==> src/rtl/mem_block_copier.sv <==
// rtl/mem_block_copier.sv - word-by-word DataMemory block copy engine
// Alternates one read and one write per word; all outputs are registered.
module mem_block_copier #(
  parameter int COUNT_WIDTH = 16
) (
  input  logic                   Clk,
  input  logic                   Reset,
  input  logic                   Start,
  input  logic [31:0]            SrcAddr,
  input  logic [31:0]            DstAddr,
  input  logic [COUNT_WIDTH-1:0] WordCount,
  input  logic [31:0]            ReadData,
  output logic [31:0]            Address,
  output logic [31:0]            WriteData,
  output logic                   MemWrite,
  output logic                   MemRead,
  output logic                   Busy,
  output logic                   Done,
  output logic                   Err
);

  typedef enum logic [2:0] {IDLE, READ, WRITE, FINISH, ERROR} stateT;

  stateT                  state;
  logic [31:0]            srcPtr;
  logic [31:0]            dstPtr;
  logic [COUNT_WIDTH-1:0] remaining;

  always_ff @(posedge Clk) begin
    if (!Reset) begin
      state     <= IDLE;
      srcPtr    <= '0;
      dstPtr    <= '0;
      remaining <= '0;
      Address   <= '0;
      WriteData <= '0;
      MemWrite  <= 1'b0;
      MemRead   <= 1'b0;
      Busy      <= 1'b0;
      Done      <= 1'b0;
      Err       <= 1'b0;
    end else begin
      // Outputs are loaded for the state being entered; idle values unless overridden.
      Address   <= '0;
      WriteData <= '0;
      MemWrite  <= 1'b0;
      MemRead   <= 1'b0;
      Busy      <= 1'b1;
      Done      <= 1'b0;
      Err       <= 1'b0;
      case (state)
        READ: begin
          srcPtr    <= srcPtr + 32'd4;
          WriteData <= ReadData;
          Address   <= dstPtr;
          MemWrite  <= 1'b1;
          state     <= WRITE;
        end
        WRITE: begin
          dstPtr    <= dstPtr + 32'd4;
          remaining <= remaining - COUNT_WIDTH'(1);
          if (remaining == COUNT_WIDTH'(1)) begin
            Done  <= 1'b1;
            state <= FINISH;
          end else begin
            Address <= srcPtr;
            MemRead <= 1'b1;
            state   <= READ;
          end
        end
        default: begin
          // IDLE, and the terminal states handing back to idle, accept a new request.
          if (Start) begin
            srcPtr    <= SrcAddr;
            dstPtr    <= DstAddr;
            remaining <= WordCount;
            if (SrcAddr[1:0] != 2'b00 || DstAddr[1:0] != 2'b00) begin
              Done  <= 1'b1;
              Err   <= 1'b1;
              state <= ERROR;
            end else if (WordCount == '0) begin
              Done  <= 1'b1;
              state <= FINISH;
            end else begin
              Address <= SrcAddr;
              MemRead <= 1'b1;
              state   <= READ;
            end
          end else begin
            Busy  <= 1'b0;
            state <= IDLE;
          end
        end
      endcase
    end
  end

endmodule

==> config.mk <==
export PLATFORM = sky130hd
export DESIGN_NAME = mem_block_copier
export DESIGN_NICKNAME = d
export VERILOG_FILES = /design/src/rtl/mem_block_copier.sv
export SDC_FILE = /design/constraint.sdc
export NUM_CORES = 1
export LEC_CHECK = 0
export CAP_MARGIN = 30
export CORE_ASPECT_RATIO = 0.8
export CORE_MARGIN = 2
export CORE_UTILIZATION = 45
export CTS_CLUSTER_DIAMETER = 120
export CTS_CLUSTER_SIZE = 10
export DETAILED_ROUTE_END_ITERATION = 8
export GPL_TIMING_DRIVEN = 0
export PLACE_DENSITY = 0.82
export SYNTH_ARGS = -nofsm -noshare
export SYNTH_HDL_FRONTEND = slang
export SYNTH_SLANG_ARGS = --single-unit
==> constraint.sdc <==
create_clock -name Clk -period 2.24 [get_ports Clk]
set_clock_uncertainty 0.15 [all_clocks]
set_input_delay 0.448 -clock Clk [delete_from_list [all_inputs] [get_ports Clk]]
set_output_delay 0.448 -clock Clk [all_outputs]
set_load 0.01 [all_outputs]
==> impl_results.md <==
* Crit path to: Busy$_SDFF_PN0_
* Number of port buffers at approximately 180
* Finished Layout Cells at roughly 1300
* CP startpoint kind: input port
* Max_cap viols at 0
* Crit path cell chain: clkdlybuf4s50_1 -> clkbuf_2 -> clkinv_1 -> clkbuf_2 -> buf_2 -> a21oi_1
* Mux contribution to synthesized area at less than 1%
* Final Cycle Share at 100.1%
* Initial antenna violation count at 0
* Total power at 6.910 mW
* Vias in the first global route at ~7800
* Peak supply drop at roughly 0.58 mV
* Area leader, netlist: dfxtp_1
* Synth Cell Area at slightly above 7000 sq um
* TritonCTS clock tree: done
* Synth top area cells: dfxtp_1, nand2_1, a21oi_1, and2_1, o21ai_0
* Final worst slack at -0.001743 ns
* Initial Util at 45.93%
* Fmax at 446.1 MHz
* Synth warnings at 0
* Primary FF master, synth: dfxtp_1
* Dpl hpwl at between 15000 and 20000 microns
* Via/cell ratio at 6.357
* Critical path fanouts, max at 10
* Clk sink count at 152
* Failing checks: design-rule violations, negative setup slack
* Largest family of logic cells by synthesized area: simple AND/OR/NAND/NOR gates
* DIE HEIGHT at about 120 microns
* Synthesized instance count at 896
* Post-synthesis sequential area ratio at 41.93%
* Area growth, synth to finish at 45.38%
* Reg area at 3064 sq um
* DP Cell Count at roughly 1300
* R2r setup slk at -0.002 ns
* FF+latch count, synth at 152
* Synthesized area per cell at 8.099 sq um
* Vias at 8537
* Compound-cell area share of the yosys netlist at 24.62%
* HP Class: reg2reg
* First-pass GRT wire length at around 43000 microns
* DR iter-0 viols at 1484
* RSZ-0062 raised after global routing: yes
* Synth top area share at 41.93%
* Fin crit period at 2.242 ns
* Core area at 15800 sq um
* TNS Setup at -0.003311 ns
* Routability cong. at 0.9831
* R2R Path End: dstPtr[14]$_SDFFE_PN0N_
* Share of cells above drive strength 1 at roughly 15%
* Post-synth EDFFs at 0
* Num CTS Buffers at 17
* Footprint of the multi-input gates at between 4000 and 5000 sq um
* Most used cell, CP: clkbuf_2
* Layout net count at 1234
* Post-synth cell types at 70
* DR DRC count at 2
* Least-Margin Pin Slew at 0.8124 ns
* ANT nets after route at 0
* Critical path startpoint: Reset
* Status: finished with violations
* RR Startpoint: state[1]$_SDFF_PN0_
* XOR/XNOR Fraction of Synth Area at 1.810%
* Crit path kind: in2reg
* Worst path slowest cell: clkdlybuf4s50_1
* Drt pass-1 iters at 9
* Rows at slightly above 40
* Antenna Diode Count at 0
* Clock root cell: clkbuf_16
* Synth Area in Adders at 0.6897%
* FFs w/ async S/R, synth at 0%
* GRT overflow at 0
* Max Slew Vio Count at 0
* DIE AREA at 17170 sq um
* H-tree depth at 4
* LEAKAGE at between 3 and 4 nW
* CP Capture Type: register
* Clk_lat worst skew at about 0.44 ns
* Wire length per cell at approximately 21 microns
* I/O pins at 184
* Final wirelength at 28140 microns
* Worst EP arrival at 2.41 ns
* Filler cell count at around 1300
* GRT Util Overall at 31.34%
* Worst-case reg-to-reg path depth at 7
* Die width at approximately 150 microns
* Syn_nets at 1015
* Finish-stage setup viols at 2
* Setup slack at placement at -0.9754 ns
* P per Cell Area at 654.9 nW/um^2
* Required @ worst endpoint at 2.41 ns
* Max Buffers Root-to-Sink at 2
* Clk slew on worst S/H paths at 0.06 ns
* Hold Fails Final Rpt at 0
* Crit-path max cell delay at ~0.57 ns
* Pin count of the biggest net entering global routing at 17
* Post-Synth Simple-Gate Area at between 20% and 30%
* Rel. slew slack at 45.84%
[metrics by stage]
step                      hold WS [ns]  area, sq um  utilization [%]
after floorplan                 0.2809         7257                -
after global placement          0.2930         9358            59.23
after detailed placement        0.2975         9358            59.23
after CTS                       0.3066        10230            64.77
after global routing            0.3246        10550            66.77
final                           0.3065        10550            66.77
[final cells by class]
| cell class | instances | area share, % |
|---|---|---|
| plain buffers | 72 | 3.546 |
| inverters | 11 | 0.4032 |
| clock buffers | 18 | 4.163 |
| repair buffers | 203 | 18.77 |
| multi-input cells | 658 | 39.77 |
| flip-flops and latches | 152 | 29.04 |
| well taps | 215 | 2.550 |
| clock inverters | 14 | 1.755 |
[power breakdown]
part / switching [mW] / internal (mW) / total (mW)
clock network: 1.29 / 1.81 / 3.10
registers: 0.150 / 2.82 / 2.97
logic: 0.431 / 0.406 / 0.836
[placed cells by master, fill, tap and decap left out, types with 7 or more instances in the layout]
master and instances:
a211oi_1 15, a21oi_1 69, a22o_1 7, a22oi_1 16, a31oi_1 15, a32oi_1 22, and2_1 41, and3_1 9
buf_2 9, buf_4 25, clkbuf_1 25, clkbuf_16 17, clkbuf_2 23, clkbuf_4 8, clkdlybuf4s50_1 182, dfxtp_1 137
dfxtp_2 14, inv_1 9, nand2_1 121, nand3_1 24, nand4_1 19, nor2_1 55, nor3_1 20, nor4_1 9
nor4_4 7, o211ai_1 7, o21ai_0 46, o22ai_1 13, xnor2_1 9
[sequential cells by signal, summed over array words and instances, names as in the netlist]
name and count:
Done 1, state 3, dstPtr 32, Err 1, srcPtr 32, WriteData 32, remaining 16, MemWrite 1
MemRead 1, Address 32, Busy 1
[cells in the mapped netlist (3+ instances only)]
cell type	n
o221ai_1	4
o21ai_0	48
inv_1	9
and4_1	6
clkbuf_1	56
a31oi_1	15
or3_1	4
nand4_1	19
nor4_1	19
xor2_1	6
o22ai_1	13
or4_1	6
o31ai_1	4
and2_1	42
o31a_1	3
xnor2_1	9
a211oi_1	15
ha_1	4
buf_1	6
a22oi_1	17
nand2b_1	5
and2_0	3
a22o_1	7
nor2_1	56
dfxtp_1	152
nor4_2	3
a21o_1	5
and3_1	10
o21a_1	5
nor3_1	22
a311oi_1	3
a21oi_1	71
a32o_1	4
o211ai_1	7
nand3_1	25
nor3b_1	7
a32oi_1	27
buf_2	11
o221a_2	5
nand2_1	125
[worst max-delay path: cells and delay by family]
kind / cells / cell delay, ns
buffers and inverters: 5 / 1.66
AO/OA/AOI/OAI: 1 / 0.30
[worst min path at each step]
stage	from	cells after the start	slack, ns	endpoint
2_1_floorplan	dstPtr[20]$_SDFFE_PN0N_	2	0.28	Address[20]$_SDFF_PN0_
3_3_place_gp	srcPtr[0]$_SDFFE_PN0P_	2	0.29	srcPtr[0]$_SDFFE_PN0P_
3_5_place_dp	srcPtr[0]$_SDFFE_PN0P_	2	0.30	srcPtr[0]$_SDFFE_PN0P_
4_1_cts	srcPtr[0]$_SDFFE_PN0P_	2	0.31	srcPtr[0]$_SDFFE_PN0P_
5_1_grt	srcPtr[1]$_SDFFE_PN0P_	2	0.32	srcPtr[1]$_SDFFE_PN0P_
6_report	srcPtr[1]$_SDFFE_PN0P_	2	0.31	srcPtr[1]$_SDFFE_PN0P_
[logic make-up after synthesis]
kind of cell	count (synthesis)
fa+ha+maj	4
xor+xnor	15
buf+inv	86
compound gates	269
flops	152
mux	2
simple gates	368
[what timing repair did]
item | CTS | global route
hold buffers | 0 | 0
buffers inserted | 9 | 11
cloned | 0 | 0
resized for setup | 58 | 82
pin swaps | 5 | 11
endpoints found under the setup margin | 117 | 113
[metal layers]
metal | wire length [microns] | vias up | global-route usage [%] | part of all wire [%]
met5 | 0 | - | 0 | 0
met4 | 1108 | 0 | 11.59 | 3.9
met3 | 4239 | 127 | 9.186 | 15
met2 | 11620 | 764 | 45.43 | 41
met1 | 11160 | 3895 | 44.09 | 40
li1 | - | 3751 | - | -
(Power assumes the default switching activity.)
